**src/rtl/rr_arb4.sv**
```systemverilog
// Four-way round-robin arbiter with a hold limit.
// Every release leaves one idle cycle before the next grant.
module rr_arb4 #(
    parameter int unsigned MAX_HOLD = 8
) (
    input  logic       clk,
    input  logic       rst,
    input  logic [3:0] req,
    output logic [3:0] gnt,
    output logic [1:0] gnt_id,
    output logic       busy,
    output logic       preempt
);

    localparam int unsigned CNT_W    = 8;
    localparam logic [CNT_W-1:0] HOLD_LAST = CNT_W'(MAX_HOLD - 1);

    typedef enum logic {
        IDLE  = 1'b0,
        GRANT = 1'b1
    } state_t;

    state_t           state, state_nxt;
    logic [1:0]       last, last_nxt;
    logic [CNT_W-1:0] cnt, cnt_nxt;
    logic [3:0]       gnt_nxt;
    logic [1:0]       gnt_id_nxt;
    logic             busy_nxt;
    logic             preempt_nxt;
    logic [1:0]       win;
    logic [3:0]       others;

    // First asserted requester searching last+1, last+2, last+3, last.
    function automatic logic [1:0] pick(input logic [3:0] r, input logic [1:0] l);
        logic [1:0] w;
        logic [1:0] idx;
        w = l;
        for (int i = 4; i >= 1; i--) begin
            idx = l + 2'(i);
            if (r[idx]) w = idx;
        end
        return w;
    endfunction

    always_ff @(posedge clk) begin
        if (rst) begin
            state   <= IDLE;
            last    <= 2'd3;
            cnt     <= '0;
            gnt     <= '0;
            gnt_id  <= '0;
            busy    <= 1'b0;
            preempt <= 1'b0;
        end else begin
            state   <= state_nxt;
            last    <= last_nxt;
            cnt     <= cnt_nxt;
            gnt     <= gnt_nxt;
            gnt_id  <= gnt_id_nxt;
            busy    <= busy_nxt;
            preempt <= preempt_nxt;
        end
    end

    always_comb begin
        state_nxt   = state;
        last_nxt    = last;
        cnt_nxt     = cnt;
        gnt_nxt     = gnt;
        gnt_id_nxt  = gnt_id;
        busy_nxt    = busy;
        preempt_nxt = 1'b0;
        win         = pick(req, last);
        others      = req & ~(4'b0001 << last);

        case (state)
            IDLE: begin
                if (req != 4'b0000) begin
                    state_nxt  = GRANT;
                    gnt_nxt    = 4'b0001 << win;
                    gnt_id_nxt = win;
                    busy_nxt   = 1'b1;
                    last_nxt   = win;
                    cnt_nxt    = '0;
                end else begin
                    gnt_nxt    = '0;
                    gnt_id_nxt = '0;
                    busy_nxt   = 1'b0;
                end
            end
            GRANT: begin
                // Owner dropping its request wins over a simultaneous hold-limit preemption.
                if (!req[last] || (cnt == HOLD_LAST && others != 4'b0000)) begin
                    state_nxt   = IDLE;
                    gnt_nxt     = '0;
                    gnt_id_nxt  = '0;
                    busy_nxt    = 1'b0;
                    preempt_nxt = req[last];
                end else if (cnt != HOLD_LAST) begin
                    cnt_nxt = CNT_W'(cnt + CNT_W'(1));
                end
            end
            default: state_nxt = IDLE;
        endcase
    end

endmodule

```
**config.mk**
```make
export PLATFORM = sky130hd
export DESIGN_NAME = rr_arb4
export DESIGN_NICKNAME = d
export VERILOG_FILES = /design/src/rtl/rr_arb4.sv
export SDC_FILE = /design/constraint.sdc
export NUM_CORES = 1
export LEC_CHECK = 0
export ABC_AREA = 1
export CORE_UTILIZATION = 50
export DETAILED_ROUTE_END_ITERATION = 7
export DONT_BUFFER_PORTS = 1
export PLACE_DENSITY_LB_ADDON = 0.2
export RECOVER_POWER = 100
export REMOVE_ABC_BUFFERS = 1
export SLEW_MARGIN = 20
export SYNTH_ARGS = -nofsm -noshare
export SYNTH_HDL_FRONTEND = slang
export SYNTH_SLANG_ARGS = --single-unit
```
**constraint.sdc**
```tcl
create_clock -name clk -period 2.8 [get_ports clk]
set_clock_uncertainty 0.1 [all_clocks]
set_input_delay 0.42 -clock clk [delete_from_list [all_inputs] [get_ports clk]]
set_output_delay 0.42 -clock clk [all_outputs]
set_load 0.02 [all_outputs]
```
==> flow_summary.ini <==
[cells_and_area]
antenna-diode-count = 0
layoutNonFillerInstCount = 186
postLayoutCellArea_um2 = 1130
proportion_of_layout_cells_with_a_drive_suffix_above_1_pct = 5.66
final_util_pct = 56.0
mostFrequentLayoutCells = 45 x sky130_fd_sc_hd__nand2_1, 20 x sky130_fd_sc_hd__nand3_1, 19 x sky130_fd_sc_hd__dfxtp_1
area.growth.synth_to_final_pct = 3.08
nNetsFinal = 171
final_common_cell = sky130_fd_sc_hd__nand2_1

[clock_network]
tritoncts.num_buffers = 3
h-tree-depth = 1
clock_sinks = 19
cts_max_path_buffers = 2
root_buffer = sky130_fd_sc_hd__clkbuf_4
worstSkewPairLatency_ns = 0.30
clkTransAtPathRegs_ns = 0.11
post_cts_resize_count = 0
cts_tree = done
hold_buffers = 0
post-cts-setup-buffer-count = 0

[timing]
report.final.slew_viol_count = 0
grt_setup_unrepaired = false
timing.setup.tns_ns = 0
finalHoldViolCount = 0
max_slew.worst_pin.slew_ns = 0.497
max_freq_ghz = 0.444
final_min_period_over_clock_period_pct = 80.3
report.final.setup_viol = 0
slew_headroom_pct = 66.7
worst_hold_slack_ns = 0.0663
layout_setup_ws_ns = 0.550
finalCriticalPeriod_ns = 2.25

[logic_synthesis]
synthesis.instances = 156
netlist_area_um2 = 1100
synthesis.area_per_instance_um2 = 7.04
synth_top_cell_area_share_pct = 34.6
post_synth_num_cell_types = 24
synth_top_cell_by_area = sky130_fd_sc_hd__dfxtp_1
synth-seq-area-share_pct = 34.6
post_synth_main_area_contributors = sky130_fd_sc_hd__dfxtp_1 35%, sky130_fd_sc_hd__nand2_1 15%, sky130_fd_sc_hd__nand3_1 9.1%, sky130_fd_sc_hd__a21oi_1 7.7%, sky130_fd_sc_hd__ha_1 5.7%
synthesis.yosys.warnings = 0
ys_ff_latch = 19

[flow_run]
drv_cap = 0

[floorplanning]
core_region_area_um2 = 2020
starting_utilization_of_the_core_area_pct = 54.3
die_area_um2 = 2390
fp-row-count = 16
die_h_um = 48.9
die_w_um = 48.9
io_pins = 14

[global_route]
gr-total-overflow = 0
grt_first_pass_wirelength_mm = 3.86
antenna_found_initial = 0
first_global_vias = 927
grt_start_max_net_pins = 16
grt_usage_pct = 20.9

[routing]
drc_errors = 0
antenna_violating_nets_post_route = 0
drt-met1-wl_mm = 1.09
first_iter_violations = 31
drtPass1Iterations = 4
finalWirelength_mm = 2.29
detailroute.wirelength.met3_um = 167
post_drt_wl_per_cell_um = 12.3
vias_per_cell = 5.57
dr.max_layer_used = met4
total_vias_in_the_final_route = 1036
met2_wirelength_mm = 1.01

[power_and_ir_drop]
vdd.ir_drop.worst_mv = 0.558
power.leakage_nw = 0.485
power_per_cell_area_nw_per_um2 = 845
report.power.total_mw = 0.957

[outcome]
status = completed

[worst_setup_path]
required_ns = 2.94
critical_path.max_fanout = 9
setup.worst_path.class = reg2reg
worstPathArrival_ns = 2.39
endpoint_kind = register
critPathLaunchType = register

[placement]
detailedPlacementHpwl_mm = 1.72
dp_slack_ns = 0.876
post-place-cells = 182
numPortBuffers = 0
postPlaceCellArea_um2 = 1130
globalplace.congestion = 0.882

[hold_path]
hold_class = in2reg
flip-flops by register name, summed over array words and instances (netlist names):
register	count
cnt	8
gnt	4
gnt_id	2
last	2
busy	1
preempt	1
state	1
layer usage:
metal | track usage [%] | up-vias
met4 | 5.39 | 0
met2 | 31.9 | 39
met3 | 8.41 | 2
met5 | 0 | -
met1 | 27.3 | 464
li1 | - | 531
path summary, 6_finish.rpt:
path,start,to,slack (ns),cells after the start
worst max-delay path,last[0],cnt[4],0.55,9
worst min-delay path,rst,gnt[0],0.07,1
worst min register to register,cnt[7],cnt[7],0.40,2
worst max register to register,last[0],cnt[4],0.55,9
synth_stat cells:
master	count
sky130_fd_sc_hd__xnor2_1	2
sky130_fd_sc_hd__nand4_1	4
sky130_fd_sc_hd__o21ai_2	2
sky130_fd_sc_hd__inv_2	2
sky130_fd_sc_hd__and2_4	1
sky130_fd_sc_hd__nor2_4	1
sky130_fd_sc_hd__clkbuf_1	1
sky130_fd_sc_hd__clkinv_1	1
sky130_fd_sc_hd__nand3_1	20
sky130_fd_sc_hd__o211ai_1	2
sky130_fd_sc_hd__dfxtp_1	19
sky130_fd_sc_hd__a21oi_1	17
sky130_fd_sc_hd__a21oi_2	1
sky130_fd_sc_hd__a21boi_1	1
sky130_fd_sc_hd__ha_1	5
sky130_fd_sc_hd__nand2_1	43
sky130_fd_sc_hd__o21a_1	1
sky130_fd_sc_hd__xor2_1	3
sky130_fd_sc_hd__nor3_1	4
sky130_fd_sc_hd__nor3b_1	1
sky130_fd_sc_hd__nor2_1	8
sky130_fd_sc_hd__o22ai_1	2
sky130_fd_sc_hd__inv_1	12
sky130_fd_sc_hd__nand2_4	3
cell type report:
type	instances	area [µm²]
Fill cell	195	890
Multi-Input combinational cell	121	632
Sequential cell	19	380
Inverter	15	56.3
Tap cell	27	33.8
Clock buffer	3	22.5
Clock inverter	1	7.51
critical path, cell delays in order (launching register included):
cell and delay [ns]:
sky130_fd_sc_hd__dfxtp_1 0.49, sky130_fd_sc_hd__inv_1 0.20, sky130_fd_sc_hd__ha_1 0.24, sky130_fd_sc_hd__o22ai_1 0.17
sky130_fd_sc_hd__o21ai_0 0.17, sky130_fd_sc_hd__nand2_4 0.10, sky130_fd_sc_hd__nand2_1 0.19, sky130_fd_sc_hd__nand2_1 0.30
sky130_fd_sc_hd__nand2_1 0.09, sky130_fd_sc_hd__a21oi_1 0.13
report_power, final:
part           internal (mW)  switching, mW  total, mW  leakage, nW
clock network         0.0545         0.0887      0.143       0.0139
registers              0.324         0.0924      0.417        0.155
logic                  0.136          0.261      0.397        0.315
kinds of logic (layout without fill, tap and decap cells):
| group | Yosys count | in the layout | synth area share (%) |
|---|---|---|---|
| AO/OA/AOI/OAI | 26 | 26 | 14.0 |
| XOR/XNOR | 5 | 5 | 3.99 |
| flip-flops | 19 | 19 | 34.6 |
| buffers and inverters | 16 | 19 | 5.47 |
| AND/OR/NAND/NOR | 85 | 85 | 36.2 |
| adder cells (fa/ha/maj) | 5 | 5 | 5.69 |
(Power assumes the default switching activity.)
==> patch 1: new RTL, config.mk and constraints unchanged <==
Make the reset (`rst`) asynchronous in one clocked block.
--- a/src/rtl/rr_arb4.sv
+++ b/src/rtl/rr_arb4.sv
@@ -43,5 +43,5 @@
     endfunction
 
-    always_ff @(posedge clk) begin
+    always_ff @(posedge clk or posedge rst) begin
         if (rst) begin
             state   <= IDLE;
Formal check against the unedited RTL: differs if rst is asserted again (counterexample within 4 cycles, from zero or initial values and one cycle with rst high); with rst held inactive, the same outputs for 10 cycles.
==> patch 1 against the unedited design <==
The flow now finishes with violations (negative hold slack); wire length is 7.3% lower; die area is 2.7% higher; final cell count is 1.6% lower; area after synthesis is 2.8% higher; worst setup slack better by 73 ps; combinational power is 59% higher; sequential cell count stayed put; total power is 32% higher; cell area is 3.5% higher.
==> patch 1: results (changes against the unedited design) <==
| Metric | Value |
|---|---|
| Status | `finished with violations (was finished clean)` |
| Biggest regs | `cnt: 8 flops, gnt: 4 flops (unchanged)` |
| Top FF cell, synth | `dfrtp_1 (was dfxtp_1)` |
| FILL cells | `200 (was 195)` |
| CP arrival | `2320 ps (was 2390 ps)` |
| Synth top cells by count | `nand2_1 (50), inv_1 (21), nand3_1 (20) (was nand2_1 (43), nand3_1 (20), dfxtp_1 (19))` |
| DP Wirelength | `1610 um (was 1720 um)` |
| Synth async-reset ratio | `100% (was 0%)` |
| CP startpoint | `last[0]$_DFFE_PP1P_ (was last[0]$_SDFFE_PP1P_)` |
| Initial antenna violation count | `0 (unchanged)` |
| Drt pass-1 iters | `5 (was 4)` |
| Crit-path leading delay family | `flip-flops (was simple AND/OR/NAND/NOR gates)` |
| Vias in the first global route | `906 (was 927)` |
| Layout Nets | `168 (was 171)` |
| Crit path max fanout | `8 (was 9)` |
| Crit path capture | `gnt[3]$_DFFE_PP0P_ (was cnt[4]$_SDFFE_PP0P_)` |
| R2R setup slack | `620 ps (was 550 ps)` |
| CTS buffer count | `3 (unchanged)` |
| Failing checks | `negative hold slack` |
| Worst Hold Class | `input port to async pin (was input port to register)` |
| Drt wl/cell | `11.6 um (was 12.3 um)` |
| Crit path max-delay cell type | `dfstp_1 (was dfxtp_1)` |
| Avg Vias per Cell | `5.31 (was 5.57)` |
| M1 GR Usage | `23.8% (was 27.3%)` |
| Initial DRC Count | `26 (was 31)` |
| Met2 GRT Util | `33.3% (was 31.9%)` |
| Clock Pin Slew Worst Setup and Hold Paths | `120 ps` |
| Post_cts resized | `0 (unchanged)` |
| I/O Buffers | `0 (unchanged)` |
| Post-CTS Setup Bufs | `0 (unchanged)` |
| CP max stage delay | `680 ps (was 490 ps)` |
| Largest net degree at the start of global routing | `20 (was 16)` |
| CTS max path bufs | `2 (unchanged)` |
| Sw Share | `51.1% (was 46.2%)` |
| Final hold violations | `7 (was 0)` |
| LEAKAGE | `0.000627 uW (was 0.000485 uW)` |
| Placement Cell Area | `1150 um^2 (was 1130 um^2)` |
| Worst R2R Path Depth | `9 (unchanged)` |
| YS warnings | `0 (unchanged)` |
| Antenna fix cells | `0 (unchanged)` |
| Root cell of the clock tree | `clkbuf_4 (unchanged)` |
| GRT Total Usage | `19.9% (was 20.9%)` |
| Peak VDD IR | `646 uV (was 558 uV)` |
| Cell variety after synth | `21 (was 24)` |
| H-tree depth | `1 (unchanged)` |
| Main area contributors after synthesis | `dfrtp_1 (38%), nand2_1 (17%), nand3_1 (8.9%) (was dfxtp_1 (35%), nand2_1 (15%), nand3_1 (9.1%))` |
| Worst skew pair latency | `310 ps` |
| Met3 Use GR | `6.48% (was 8.41%)` |
| Tightest Pin Transition | `700 ps (was 497 ps)` |
| Share of cells above drive strength 1 | `6.41% (was 5.66%)` |
| GPL Wtd Cong | `0.814 (was 0.882)` |
| Register area share after synthesis | `42.3% (was 34.6%)` |
| Worst hold slack | `-11.7 ps (was 66.3 ps)` |
| First-pass GRT wire length | `3700 um (was 3860 um)` |
## patch 1: cell types whose count changed after synthesis, sizes merged, moves of 8 or more
cell	delta
dfrtp	+17
a21oi	-16
nand2	+9
inv	+8
dfxtp	-19
o21ai	+9
## patch 1: how the worst min path moves through the flow
stage                     startpoint            endpoint  slack (ps)
after global routing             rst  gnt[0]$_DFFE_PP0P_          60
after CTS                        rst  gnt[3]$_DFFE_PP0P_          20
after detailed placement         rst    busy$_DFFE_PP0P_         370
after floorplan                  rst    busy$_DFFE_PP0P_         270
after global placement           rst    busy$_DFFE_PP0P_         350
final                            rst  cnt[3]$_DFFE_PP0P_         -10
## patch 1: area by class of cell
type                    instances  area [um^2]  area share (%)
clock buffers                   3         22.5            1.92
clock inverters                 1         7.51           0.640
inverters                      22         82.6            7.04
multi-input cells             111          548            46.7
flip-flops and latches         19          478            40.8
well taps                      27         33.8            2.88
## patch 1: logic make-up (layout without fill, tap and decap cells)
group	Yosys count	count (layout)	share of synthesized area, %
fa+ha+maj	5	5	5.54
flops	19	19	42.3
buf+inv	23	26	8.31
compound gates	15	15	7.53
xor+xnor	2	2	1.55
simple gates	89	89	34.8
## patch 1: routing by layer
metal	share of wire [%]	wire length, um	vias to the layer above
met4	0	0	0
met2	48	1010	33
met1	47	990	444
met3	5.7	120	0
li1	-	-	494
met5	0	0	-
## patch 1: through the flow
| step | worst slack, ps | power [uW] | std cells |
|---|---|---|---|
| floorplan | 1030 | 999 | 152 |
| global placement | 920 | 1120 | 179 |
| detailed placement | 801 | 1140 | 179 |
| CTS | 805 | 1290 | 183 |
| global route | 389 | 1410 | 183 |
| finish | 623 | 1270 | 183 |
## patch 1: power groups by stage
stage / registers [uW] / clock network [uW] / logic (uW)
6_report: 486 / 149 / 631
5_1_grt: 498 / 160 / 750
4_1_cts: 488 / 153 / 645
3_5_place_dp: 492 / 0 / 646
3_3_place_gp: 493 / 0 / 623
2_1_floorplan: 475 / 0 / 524
==> patch 2: new RTL, same settings <==
Made on the original files. Change the localparam `CNT_W` from 8 to 6.
--- a/src/rtl/rr_arb4.sv
+++ b/src/rtl/rr_arb4.sv
@@ -13,5 +13,5 @@
 );
 
-    localparam int unsigned CNT_W    = 8;
+    localparam int unsigned CNT_W    = 6;
     localparam logic [CNT_W-1:0] HOLD_LAST = CNT_W'(MAX_HOLD - 1);
 
Function: same outputs for any inputs over 10 cycles, from zero or initial values and one cycle with rst high; that may be too few to reach the edited logic, so the function may still have changed.
==> patch 2 against the unedited design <==
Sequential cell count fell by 2; maximum frequency rose by 4.9%; total power fell by 0.22%; cell area fell by 8.6%; combinational power rose by 7.1%; worst setup slack improved by 110 ps; final cell count fell by 9.1%; area after synthesis fell by 9.2%; global-route usage fell by 0.53 points; utilization rose by 1.4 points; wire length fell by 15%; largest power group is now combinational logic.
==> patch 2: results (changes against the unedited design) <==
| Metric | Value |
|---|---|
| Status | `finished clean (unchanged)` |
| Crit path capture | `cnt[2]$_SDFFE_PP0P_ (was cnt[4]$_SDFFE_PP0P_)` |
| LEAKAGE | `0.000464 uW (was 0.000485 uW)` |
| Crit path max fanout | `9 (unchanged)` |
| R2R setup slack | `660 ps (was 550 ps)` |
| First-pass GRT wire length | `3120 um (was 3860 um)` |
| Row count | `15 (was 16)` |
| Drt wl/cell | `11.5 um (was 12.3 um)` |
| Routed via count | `890 (was 1036)` |
| CTS tree | `yes (unchanged)` |
| Cell variety after synth | `25 (was 24)` |
| Biggest regs | `cnt: 6 flops, gnt: 4 flops (was cnt: 8 flops, gnt: 4 flops)` |
| GPL Wtd Cong | `0.876 (was 0.882)` |
| Register area share after synthesis | `34.1% (was 34.6%)` |
| FILL cells | `187 (was 195)` |
| H-tree depth | `1 (unchanged)` |
| Crit-path leading delay family | `flip-flops (was simple AND/OR/NAND/NOR gates)` |
| Peak VDD IR | `615 uV (was 558 uV)` |
| Drt pass-1 iters | `4 (unchanged)` |
| Synth top cells by count | `nand2_1 (38), dfxtp_1 (17), nand3_1 (17) (was nand2_1 (43), nand3_1 (20), dfxtp_1 (19))` |
| I/O Buffers | `0 (unchanged)` |
| Tightest Pin Transition | `455 ps (was 497 ps)` |
| Initial DRC Count | `12 (was 31)` |
| CTS max path bufs | `2 (unchanged)` |
| CTS buffer count | `3 (unchanged)` |
| Layout Nets | `156 (was 171)` |
| Vias in the first global route | `739 (was 927)` |
| CP max stage delay | `510 ps (was 490 ps)` |
| Worst Hold Class | `input port to register (unchanged)` |
| M1 GR Usage | `28.3% (was 27.3%)` |
| Share of cells above drive strength 1 | `9.72% (was 5.66%)` |
| Met3 Use GR | `7.45% (was 8.41%)` |
| CP arrival | `2270 ps (was 2390 ps)` |
| Largest net degree at the start of global routing | `13 (was 16)` |
| DP Wirelength | `1460 um (was 1720 um)` |
| Main area contributors after synthesis | `dfxtp_1 (34%), nand2_1 (14%), nand3_1 (8.5%) (was dfxtp_1 (35%), nand2_1 (15%), nand3_1 (9.1%))` |
| RR Startpoint | `last[0]$_SDFFE_PP1P_ (unchanged)` |
| Initial antenna violation count | `0 (unchanged)` |
| Met2 GRT Util | `28.1% (was 31.9%)` |
| Antenna fix cells | `0 (unchanged)` |
| GRT Total Usage | `20.4% (was 20.9%)` |
-- patch 2: per-layer routing --
layer	vias to the layer above	wire length, um
met5	-	0
met4	0	12
met3	2	86
met2	14	826
met1	398	1020
li1	476	-
-- patch 2: worst min path at each step --
stage	endpoint	cells after the start	from	slack [ps]
floorplan	cnt[5]$_SDFFE_PP0P_	2	cnt[5]$_SDFFE_PP0P_	370
global placement	cnt[5]$_SDFFE_PP0P_	2	cnt[5]$_SDFFE_PP0P_	380
detailed placement	cnt[3]$_SDFFE_PP0P_	1	rst	390
CTS	cnt[3]$_SDFFE_PP0P_	1	rst	70
global route	cnt[3]$_SDFFE_PP0P_	1	rst	60
finish	cnt[3]$_SDFFE_PP0P_	1	rst	80
-- patch 2: kinds of logic after synthesis --
logic type	after synthesis	share of synthesized area, %
DFF	17	34.1
buffers and inverters	15	5.65
xor gates and xnor gates	3	2.64
and+or+nand+nor	79	37.8
adders and majority gates	5	6.27
AOI/OAI and AO/OA	22	13.6
-- patch 2: per-stage QoR --
step	instances	setup slack (ps)	cell area [um^2]	util (%)	hold WS, ps
detailed placement	165	862	1020	56.9	393
floorplan	140	1090	993	-	368
CTS	169	833	1050	58.3	74.5
global route	169	506	1030	57.4	58.2
global placement	165	898	1020	56.9	384
finish	169	656	1030	57.4	80.8
-- patch 2: power breakdown --
part / switching [uW] / leakage [uW] / total, uW / internal, uW
logic: 275 / 0.000310 / 425 / 150
clock network: 74.0 / 0.0000150 / 129 / 55.3
registers: 102 / 0.000139 / 401 / 299
-- patch 2: layout make-up --
type / instances / area, um^2 / area share [%]
well taps: 25 / 31.3 / 3.02
multi-input cells: 109 / 584 / 56.5
clock buffers: 4 / 26.3 / 2.54
inverters: 14 / 52.6 / 5.08
flip-flops and latches: 17 / 340 / 32.9
